### config.mk
export PLATFORM = sky130hd
export DESIGN_NAME = mult_div_unit
export DESIGN_NICKNAME = d
export VERILOG_FILES = /design/src/rtl/mult_div_unit.sv
export SDC_FILE = /design/constraint.sdc
export NUM_CORES = 1
export LEC_CHECK = 0
export CORE_ASPECT_RATIO = 0.9
export CORE_UTILIZATION = 29
export CTS_CLUSTER_DIAMETER = 30
export CTS_CLUSTER_SIZE = 30
export DETAILED_ROUTE_END_ITERATION = 16
export PLACE_DENSITY = 0.54
export SLEW_MARGIN = 20
export SYNTH_ARGS = -nofsm -noshare
export SYNTH_HDL_FRONTEND = slang
export SYNTH_SLANG_ARGS = --single-unit
### constraint.sdc
create_clock -name clock_i -period 4.4 [get_ports clock_i]
set_input_delay 0.44 -clock clock_i [delete_from_list [all_inputs] [get_ports clock_i]]
set_output_delay 0.44 -clock clock_i [all_outputs]
set_load 0.05 [all_outputs]
### src/rtl/mult_div_unit.sv
`default_nettype none
// ============================================================================
// Module   : mult_div_unit
// Brief    : Iterative MULT/MULTU/DIV/DIVU engine with HI/LO registers.
// Revision : 1.0
// ============================================================================
module mult_div_unit #(
  parameter int NB_DATA = 32
) (
  input  logic               clock_i,
  input  logic               reset_i,
  input  logic               start_i,
  input  logic [1:0]         op_i,
  input  logic [NB_DATA-1:0] rs_i,
  input  logic [NB_DATA-1:0] rt_i,
  input  logic               mthi_i,
  input  logic               mtlo_i,
  input  logic [NB_DATA-1:0] wr_data_i,
  input  logic               rd_sel_i,
  output logic               busy_o,
  output logic               done_o,
  output logic [NB_DATA-1:0] hi_o,
  output logic [NB_DATA-1:0] lo_o,
  output logic [NB_DATA-1:0] data_o
);

  localparam int                   c_CNT_W    = $clog2(NB_DATA + 1);
  localparam logic [c_CNT_W-1:0]   c_CNT_INIT = c_CNT_W'(NB_DATA);
  localparam logic [c_CNT_W-1:0]   c_CNT_ONE  = c_CNT_W'(1);
  localparam logic [NB_DATA-1:0]   c_ZERO     = '0;
  localparam logic [NB_DATA-1:0]   c_ONES     = '1;
  localparam logic [2*NB_DATA-1:0] c_ZERO2    = '0;

  typedef enum logic [1:0] {
    S_IDLE = 2'd0,
    S_CALC = 2'd1,
    S_FIX  = 2'd2
  } state_t;

  state_t               r_state;
  logic [c_CNT_W-1:0]   r_cnt;
  logic                 r_is_div;
  logic                 r_div_zero;
  logic                 r_neg_q;
  logic                 r_neg_r;
  logic [NB_DATA-1:0]   r_oper;
  logic [NB_DATA-1:0]   r_rs_orig;
  logic [NB_DATA-1:0]   r_acc_hi;
  logic [NB_DATA-1:0]   r_acc_lo;
  logic [NB_DATA-1:0]   r_hi;
  logic [NB_DATA-1:0]   r_lo;
  logic                 r_busy;
  logic                 r_done;

  logic                 w_signed;
  logic                 w_rs_neg;
  logic                 w_rt_neg;
  logic [NB_DATA-1:0]   w_rs_mag;
  logic [NB_DATA-1:0]   w_rt_mag;
  logic [NB_DATA:0]     w_sum;
  logic [NB_DATA:0]     w_shift;
  logic                 w_fits;
  logic [NB_DATA-1:0]   w_diff;
  logic [2*NB_DATA-1:0] w_prod;
  logic [2*NB_DATA-1:0] w_prod_fix;
  logic [NB_DATA-1:0]   w_quo_fix;
  logic [NB_DATA-1:0]   w_rem_fix;

  // Operand magnitudes; unsigned ops pass straight through
  assign w_signed = ~op_i[0];
  assign w_rs_neg = w_signed & rs_i[NB_DATA-1];
  assign w_rt_neg = w_signed & rt_i[NB_DATA-1];
  assign w_rs_mag = w_rs_neg ? (c_ZERO - rs_i) : rs_i;
  assign w_rt_mag = w_rt_neg ? (c_ZERO - rt_i) : rt_i;

  // Shift-add step: conditional add into the upper half, then shift right
  assign w_sum = {1'b0, r_acc_hi} + (r_acc_lo[0] ? {1'b0, r_oper} : {1'b0, c_ZERO});

  // Restoring step: the shifted partial remainder is NB_DATA+1 bits wide; when
  // it fits, the difference is below the divisor and so fits in NB_DATA bits
  assign w_shift = {r_acc_hi, r_acc_lo[NB_DATA-1]};
  assign w_fits  = (w_shift >= {1'b0, r_oper});
  assign w_diff  = w_shift[NB_DATA-1:0] - r_oper;

  assign w_prod     = {r_acc_hi, r_acc_lo};
  assign w_prod_fix = r_neg_q ? (c_ZERO2 - w_prod) : w_prod;
  assign w_quo_fix  = r_neg_q ? (c_ZERO - r_acc_lo) : r_acc_lo;
  assign w_rem_fix  = r_neg_r ? (c_ZERO - r_acc_hi) : r_acc_hi;

  always_ff @(posedge clock_i or negedge reset_i) begin
    if (!reset_i) begin
      r_state    <= S_IDLE;
      r_cnt      <= '0;
      r_is_div   <= 1'b0;
      r_div_zero <= 1'b0;
      r_neg_q    <= 1'b0;
      r_neg_r    <= 1'b0;
      r_oper     <= '0;
      r_rs_orig  <= '0;
      r_acc_hi   <= '0;
      r_acc_lo   <= '0;
      r_hi       <= '0;
      r_lo       <= '0;
      r_busy     <= 1'b0;
      r_done     <= 1'b0;
    end else begin
      r_done <= 1'b0;
      case (r_state)
        S_IDLE: begin
          if (start_i) begin
            r_is_div   <= op_i[1];
            r_div_zero <= (rt_i == c_ZERO);
            r_neg_q    <= w_rs_neg ^ w_rt_neg;
            r_neg_r    <= w_rs_neg;
            r_rs_orig  <= rs_i;
            r_acc_hi   <= c_ZERO;
            r_cnt      <= c_CNT_INIT;
            r_busy     <= 1'b1;
            r_state    <= S_CALC;
            if (op_i[1]) begin
              r_oper   <= w_rt_mag;
              r_acc_lo <= w_rs_mag;
            end else begin
              r_oper   <= w_rs_mag;
              r_acc_lo <= w_rt_mag;
            end
          end else begin
            if (mthi_i) r_hi <= wr_data_i;
            if (mtlo_i) r_lo <= wr_data_i;
          end
        end

        S_CALC: begin
          if (r_is_div) begin
            r_acc_hi <= w_fits ? w_diff : w_shift[NB_DATA-1:0];
            r_acc_lo <= {r_acc_lo[NB_DATA-2:0], w_fits};
          end else begin
            r_acc_hi <= w_sum[NB_DATA:1];
            r_acc_lo <= {w_sum[0], r_acc_lo[NB_DATA-1:1]};
          end
          r_cnt <= r_cnt - c_CNT_ONE;
          if (r_cnt == c_CNT_ONE) r_state <= S_FIX;
        end

        S_FIX: begin
          if (!r_is_div) begin
            r_hi <= w_prod_fix[2*NB_DATA-1:NB_DATA];
            r_lo <= w_prod_fix[NB_DATA-1:0];
          end else if (r_div_zero) begin
            r_hi <= r_rs_orig;
            r_lo <= c_ONES;
          end else begin
            r_hi <= w_rem_fix;
            r_lo <= w_quo_fix;
          end
          r_done  <= 1'b1;
          r_busy  <= 1'b0;
          r_state <= S_IDLE;
        end

        default: begin
          r_busy  <= 1'b0;
          r_state <= S_IDLE;
        end
      endcase
    end
  end

  assign busy_o = r_busy;
  assign done_o = r_done;
  assign hi_o   = r_hi;
  assign lo_o   = r_lo;
  assign data_o = rd_sel_i ? r_hi : r_lo;

endmodule
`default_nettype wire

==> summary.txt, run 1 <==
Logic synthesis
  • Syn avg cell area: ~7.9 sq um
  • Synth cell types: slightly below 90
  • Asr flop ratio synth: 1.000
  • Synth Cell Area: approximately 17000 sq um
  • Sequential-to-total area share from yosys stat: 0.2990
  • #FFs+latches synth: approximately 210
  • Synth warnings: 0
  • Synth Flop Type: dfrtp_1
  • Post-synth EDFFs: 0
  • Mapped Nets: between 2000 and 2500
  • Synth Instances: 2189

Global routing
  • First-pass GRT wire length: 107300 um
  • Gr ovfl total: 0
  • Total GRT Usage: 0.2353
  • Antenna violations before repair: 4
  • Largest net degree at the start of global routing: around 100
  • Vias in the first global route: roughly 17000

Placed design
  • DP HPWL: 55990 um
  • Post-Place Cells: 3058
  • Placer Congestion: between 0.9 and 1
  • Area after DPL: ~20000 sq um
  • PortBufs: around 200
  • Dpl ws: 0.5659 ns

Worst setup path
  • RR Endpoint: r_acc_hi[30]$_DFFE_PN0P_
  • Worst EP arrival: ~4.4 ns
  • Critical path required time: approximately 4.9 ns
  • Beginning of the critical path: r_acc_lo[31]$_DFFE_PN0P_
  • Crit Path Class: flop to flop
  • R2R depth: 13
  • Critical path startpoint category: flop
  • Setup crit end kind: flop
  • R2r setup slk: between 0.4 and 0.5 ns
  • CP Max Fanout: 6
  • Worst r2r src: r_acc_lo[31]$_DFFE_PN0P_
  • Critical Path Sink: r_acc_hi[30]$_DFFE_PN0P_

STA
  • Setup TNS: 0 ns
  • Crit path time final: 3.907 ns
  • RSZ-0062 raised after global routing: false
  • Worst Clk Skew: approximately 0.018 ns
  • Fin. Hold Viols: 0
  • Fin. max-slew vios: 0
  • Worst slew pin tran: about 1.1 ns
  • Setup violators final: 0
  • Tcrit/Tclk final: 0.8880
  • Max_slew headroom: 0.2815
  • Final WS setup: a little under 0.5 ns
  • F_max: 0.2559 GHz

Routing
  • DRT Pass-1 Iters: 6
  • M1 WL: 33440 um
  • Routed Antenna Nets: 0
  • DR vias: 17805
  • # DRC: 0
  • Met3 Routed Length: around 7600 um
  • WL/cell: ~23 um
  • Top layer in use: met5
  • DR iter-0 viols: between 1500 and 2000
  • Via density: between 5 and 6
  • Met2 wire len: around 29000 um
  • Routed Wire Length: 72790 um

Min path
  • Min-Delay Path Class: primary input to flop

CTS
  • CTS tree: built
  • Clock sinks: around 200
  • Worst skew pair latency: ~0.60 ns
  • Clock root buffer: clkbuf_16
  • CTS Hold Bufs: 1
  • Clock-pin slew on the worst setup and hold paths: 0.04 ns
  • H-tree levels: 2
  • CTS Buf Count: between 50 and 60
  • Post-CTS Setup Bufs: 0
  • # resized after CTS: 0
  • CTS max path bufs: 3

Finish
  • Multi-input logic area: 11210 sq um
  • Most frequent cells in the layout: nand2_1 (292), dfrtp_1 (203), o21ai_0 (200)
  • Layout cell share with drive strength beyond 1: 0.08847
  • Commonest non-fill, non-tap cell in the layout: nand2_1
  • Non-filler cells, final: 3159
  • Fin area: roughly 22000 sq um
  • # fillers: 6036
  • N_diodes: 0
  • Register area: approximately 5200 sq um
  • Nets: 2518
  • Area Growth Syn to Fin: 27.97%

Floorplanning
  • DIE HEIGHT: roughly 230 um
  • Row Count: 84
  • Initial core utilization: 0.2945
  • Die width: between 200 and 300 um
  • Ports: ~200
  • Core area: approximately 60000 sq um
  • Die ar.: a little over 60000 sq um

Power and ir drop
  • Tot Pwr: approximately 22 mW
  • Leakage: just over 9 nW
  • VDD IR max: ~0.4 mV
  • Pwr dens: between 900 and 1000 nW/um^2

Outcome
  • Status: complete, no violations

Run
  • Max_cap viols: 0
-- kinds of logic after synthesis --
kind of cell | count (synthesis) | synth area share
AO/OA/AOI/OAI | 706 | 0.2575
multiplexers | 102 | 0.06168
adder cells (fa/ha/maj) | 72 | 0.05312
buffers and inverters | 232 | 0.05210
flip-flops | 206 | 0.2990
AND/OR/NAND/NOR | 690 | 0.1847
XOR/XNOR | 181 | 0.09194
-- layout make-up --
cell class	count	area share
clock buffer	73	0.06907
clock inverter	27	0.02251
inverter	76	0.01293
multi-input combinational	1751	0.5080
sequential	206	0.2338
tap	774	0.04389
timing repair buffer	252	0.1098
-- routing by layer --
layer  up-vias  GRT usage
li1       8241          -
met1      8652     0.3317
met2       784     0.3307
met3       126    0.07737
met4         2    0.08136
met5         -          0
-- state kept, by name, indices dropped and copies added, names as in the netlist --
signal,flops
hi_o,32
lo_o,32
r_acc_hi,32
r_acc_lo,32
r_oper,32
r_rs_orig,32
r_cnt,6
r_state,2
busy_o,1
done_o,1
r_div_zero,1
r_is_div,1
r_neg_q,1
r_neg_r,1
-- Yosys cell counts (25+ instances only) --
cell type,count,area [sq um]
nand3_1,49,245.2
o22ai_1,40,250.2
xor2_1,78,683.2
nand2_1,292,1096
mux2i_1,68,680.7
a21o_1,26,195.2
a211oi_1,40,300.3
inv_1,73,274.0
xnor2_1,103,902.1
ha_1,70,875.8
a21oi_1,138,690.7
a22oi_1,34,255.2
o21ai_1,33,165.2
mux2_2,34,382.9
nor3_1,30,150.1
or3_1,25,156.4
o211ai_1,26,195.2
a31oi_1,26,162.7
o21ai_0,200,1001
dfrtp_1,206,5155
o31ai_1,26,195.2
nor2_1,161,604.3
clkbuf_1,125,469.2
-- critical path, stage by stage, from the launching register on --
cell and delay (ns):
dfrtp_1 0.45, inv_1 0.10, ha_1 0.17, inv_1 0.06
fa_1 0.42, a211o_1 0.33, a2111oi_1 0.48, nor3b_1 0.19
a211oi_1 0.38, o41ai_1 0.17, a21oi_1 0.38, o32ai_1 0.13
or3_1 0.35, a41oi_1 0.20
-- power by group --
part           total [mW]  switching (mW)  internal, mW
Combinational        12.9            8.05          4.81
Clock                4.42            1.26          3.16
Sequential           4.30            1.46          2.84
Total                21.6            10.8          10.8
-- worst min path at each step --
stage / startpoint / endpoint / slack, ns / cells after the start
floorplan: reset_i / busy_o$_DFFE_PN0P_ / 0.14 / 0
global placement: r_cnt[5]$_DFFE_PN0P_ / r_cnt[5]$_DFFE_PN0P_ / 0.46 / 1
detailed placement: r_rs_orig[16]$_DFFE_PN0P_ / r_rs_orig[16]$_DFFE_PN0P_ / 0.47 / 2
CTS: op_i[1] / r_acc_lo[25]$_DFFE_PN0P_ / 0.42 / 5
global route: wr_data_i[11] / hi_o[11]$_DFFE_PN0P_ / 0.50 / 2
finish: op_i[1] / r_oper[5]$_DFFE_PN0P_ / 0.45 / 5
-- per-stage QoR --
stage          hold slack, ns  utilization
5_1_grt                0.5008       0.3769
2_1_floorplan          0.1444            -
3_5_place_dp           0.4683       0.3422
3_3_place_gp           0.4610       0.3422
6_report               0.4476       0.3769
4_1_cts                0.4217       0.3769
No activity file was read; power rests on OpenSTA's default activity.
==> run 2: changes to the inputs <==
--- a/config.mk
+++ b/config.mk
@@ -6,11 +6,12 @@
 export NUM_CORES = 1
 export LEC_CHECK = 0
 export CORE_ASPECT_RATIO = 0.9
+export CORE_MARGIN = 2
 export CORE_UTILIZATION = 29
 export CTS_CLUSTER_DIAMETER = 30
 export CTS_CLUSTER_SIZE = 30
 export DETAILED_ROUTE_END_ITERATION = 16
-export PLACE_DENSITY = 0.54
+export PLACE_DENSITY = 0.56
 export SLEW_MARGIN = 20
 export SYNTH_ARGS = -nofsm -noshare
 export SYNTH_HDL_FRONTEND = slang
==> constraint.sdc (replaced) <==
create_clock -name clock_i -period 3.4 [get_ports clock_i]
set_input_delay 0.34 -clock clock_i [delete_from_list [all_inputs] [get_ports clock_i]]
set_output_delay 0.34 -clock clock_i [all_outputs]
set_load 0.05 [all_outputs]
==> run 2 against run 1 <==
  * First-iteration DRC count up 2.7%
  * Core utilization up 2.9 points
  * Cell area up 7.8%
  * Largest power group unchanged
==> summary.txt, run 2 (synthesized netlist as in run 1, its figures left out) <==
Outcome
  • Status: complete, no violations

STA
  • Setup TNS: 0 ns (unchanged)
  • Max_slew headroom: 0.3136 (+0.03211)
  • Setup violators final: 0 (unchanged)
  • Hold WS: 0.3156 ns (-0.1320 ns)
  • Worst slew pin tran: 1.030 ns (-0.04817 ns)
  • Crit path time final: 3.299 ns (-0.6081 ns)
  • Worst Clk Skew: 0.03597 ns (+0.01783 ns)
  • F_max: 0.3031 GHz (+18%)
  • Tcrit/Tclk final: 0.9704 (+0.08233)
  • Fin. Hold Viols: 0 (unchanged)
  • Fin. max-slew vios: 0 (unchanged)

Placed design
  • Area after DPL: 21380 sq um (+6.7%)
  • DP HPWL: 59390 um (+6.1%)
  • Placer Congestion: 0.9878 (+6.2%)
  • Post-Place Cells: 3227 (+5.5%)
  • PortBufs: 201 (unchanged)

CTS
  • CTS Buf Count: 56 (+1.8%)
  • Clock-pin slew on the worst setup and hold paths: 0.05 ns (about the same)
  • CTS tree: built
  • Clock sinks: 206 (unchanged)
  • Clock root buffer: clkbuf_16
  • H-tree levels: 2 (unchanged)
  • CTS max path bufs: 3 (unchanged)
  • Worst skew pair latency: 0.63 ns (+0.03 ns)

Power and ir drop
  • Reg power frac: 0.164 (-0.035)
  • Leakage: 10.08 nW (+11%)
  • Switch Pwr: 14.64 mW (+36%)
  • Internal power: 15.61 mW (+44%)
  • Clock Power Share: 0.189 (-0.016)
  • VDD IR max: 0.4293 mV (+7.2%)
  • Switching part of the total: 0.4839 (-0.01505)
  • Pwr dens: 1271 nW/um^2 (+30%)
  • Power share of the combinational group: 0.647 (+0.051)

Routing
  • DR vias: 18661 (+4.8%)
  • Routed Antenna Nets: 0 (unchanged)
  • # DRC: 0 (unchanged)
  • DR iter-0 viols: 1687 (+2.7%)
  • Via density: 5.580 (-0.99%)
  • Routed Wire Length: 75640 um (+3.9%)
  • DRT Pass-1 Iters: 6 (unchanged)
  • WL/cell: 22.62 um (-1.8%)

Worst setup path
  • Critical path startpoint category: flop
  • Crit Path Class: flop to flop
  • CP Max Fanout: 12 (+6)
  • Setup crit end kind: flop
  • Critical path required time: 3.88 ns (-1.01 ns)
  • Worst EP arrival: 3.78 ns (-0.62 ns)

Finish
  • Layout cell share with drive strength beyond 1: 0.1798 (+0.09137)
  • Register area: 5159 sq um (unchanged)
  • Most frequent cells in the layout: nand2_1 (292), buf_4 (247), dfrtp_1 (203)
  • Fin area: 23790 sq um (+7.8%)
  • Final core utilization: 0.4056 (+0.02868)
  • Non-filler cells, final: 3344 (+5.9%)
  • Multi-input logic area: 11430 sq um (+2.0%)
  • Commonest non-fill, non-tap cell in the layout: nand2_1
  • Area Growth Syn to Fin: 37.95%
  • # fillers: 5957 (-1.3%)
  • Nets: 2700 (+7.2%)

Floorplanning
  • Row Count: 84 (unchanged)
  • Initial core utilization: 0.2940 (-0.0005278)
  • Die ar.: 61430 sq um (+1.6%)
  • DIE HEIGHT: 235.3 um (+0.86%)
  • Core area: 58650 sq um (+0.18%)
  • Die width: 261.0 um (+0.77%)
  • Ports: 202 (unchanged)

Global routing
  • First-pass GRT wire length: 113000 um (+5.3%)
  • Antenna violations before repair: 3 (-1)
  • Gr ovfl total: 0 (unchanged)
  • Total GRT Usage: 0.2408 (+0.005493)
  • Largest net degree at the start of global routing: 83 (-19%)
  • Vias in the first global route: 17913 (+5.9%)

Min path
  • Min-Delay Path Class: primary input to flop

Run
  • Max_cap viols: 0 (unchanged)
-- run 2: cell types whose count changed in the layout (fill, tap and decap cells not counted), moves of 4 or more --
cell             delta
a21oi_1             -4
a21oi_2             +4
buf_12             +13
buf_4             +199
bufinv_16           -4
clkbuf_1            -5
clkbuf_8            +5
clkdlybuf4s50_1    -32
clkinvlp_4          +6
-- run 2: power by group through the flow --
| stage | registers, mW | logic [mW] | clock network, mW |
|---|---|---|---|
| 6_report | 4.97 | 19.6 | 5.70 |
| 5_1_grt | 5.08 | 21.0 | 5.91 |
| 4_1_cts | 4.89 | 18.7 | 5.77 |
| 3_5_place_dp | 4.92 | 18.5 | 0 |
| 3_3_place_gp | 4.87 | 18.4 | 0 |
| 2_1_floorplan | 5.78 | 10.6 | 0 |
-- run 2: layer usage --
metal,GRT usage,vias up,wire length (um)
met3,0.06298,112,7286
met4,0.05785,4,1465
li1,-,8624,-
met1,0.3573,9067,35730
met5,0,-,23
met2,0.3435,854,31130
-- run 2: final timing paths --
kind	startpoint	to	slack (ns)	cells after the start
setup reg to reg	r_acc_lo[0]$_DFFE_PN0P_	r_acc_hi[29]$_DFFE_PN0P_	0.10	15
max in group asynchronous	reset_i	r_div_zero$_DFFE_PN0P_	2.13	3
min in group asynchronous	reset_i	lo_o[14]$_DFFE_PN0P_	0.34	2
hold reg to reg	r_cnt[5]$_DFFE_PN0P_	r_cnt[5]$_DFFE_PN0P_	0.48	1
setup / recovery	r_acc_lo[0]$_DFFE_PN0P_	r_acc_hi[29]$_DFFE_PN0P_	0.10	15
hold / removal	op_i[1]	r_oper[31]$_DFFE_PN0P_	0.32	4
-- run 2: layout make-up --
| class | count | area share |
|---|---|---|
| inverters | 76 | 0.01199 |
| flip-flops and latches | 206 | 0.2169 |
| clock buffers | 73 | 0.06665 |
| clock inverters | 30 | 0.01988 |
| well taps | 774 | 0.04071 |
| multi-input cells | 1751 | 0.4807 |
| diodes | 1 | 0.0001052 |
| repair buffers | 433 | 0.1631 |
-- run 2: repair_timing --
item | 4_1_cts | 5_1_grt
setup endpoints to repair | 43 | 49
gates resized for setup | 9 | 34
gates cloned | 0 | 1
hold buffers | 1 | 0
pin swaps | 4 | 16
buffers inserted | 5 | 6
hold endpoints to repair | 79 | 0
-- run 2: stage by stage --
step | setup slack, ns | total power, mW
after global placement | -0.1343 | 23.27
final | 0.1008 | 30.24
after global routing | -0.04575 | 31.96
after detailed placement | -0.1681 | 23.43
after CTS | 0.005718 | 29.36
after floorplan | 0.03370 | 16.37
-- run 2: critical path, stage by stage (launching register included) --
cell	delay, ns
dfrtp_1	0.40
inv_1	0.12
buf_12	0.15
buf_4	0.15
nor2_1	0.06
ha_1	0.30
buf_4	0.16
a21o_1	0.18
a21o_1	0.19
a21oi_1	0.22
o21a_1	0.19
o31ai_4	0.10
a311oi_2	0.39
a31o_2	0.25
xor2_1	0.15
o221ai_1	0.13
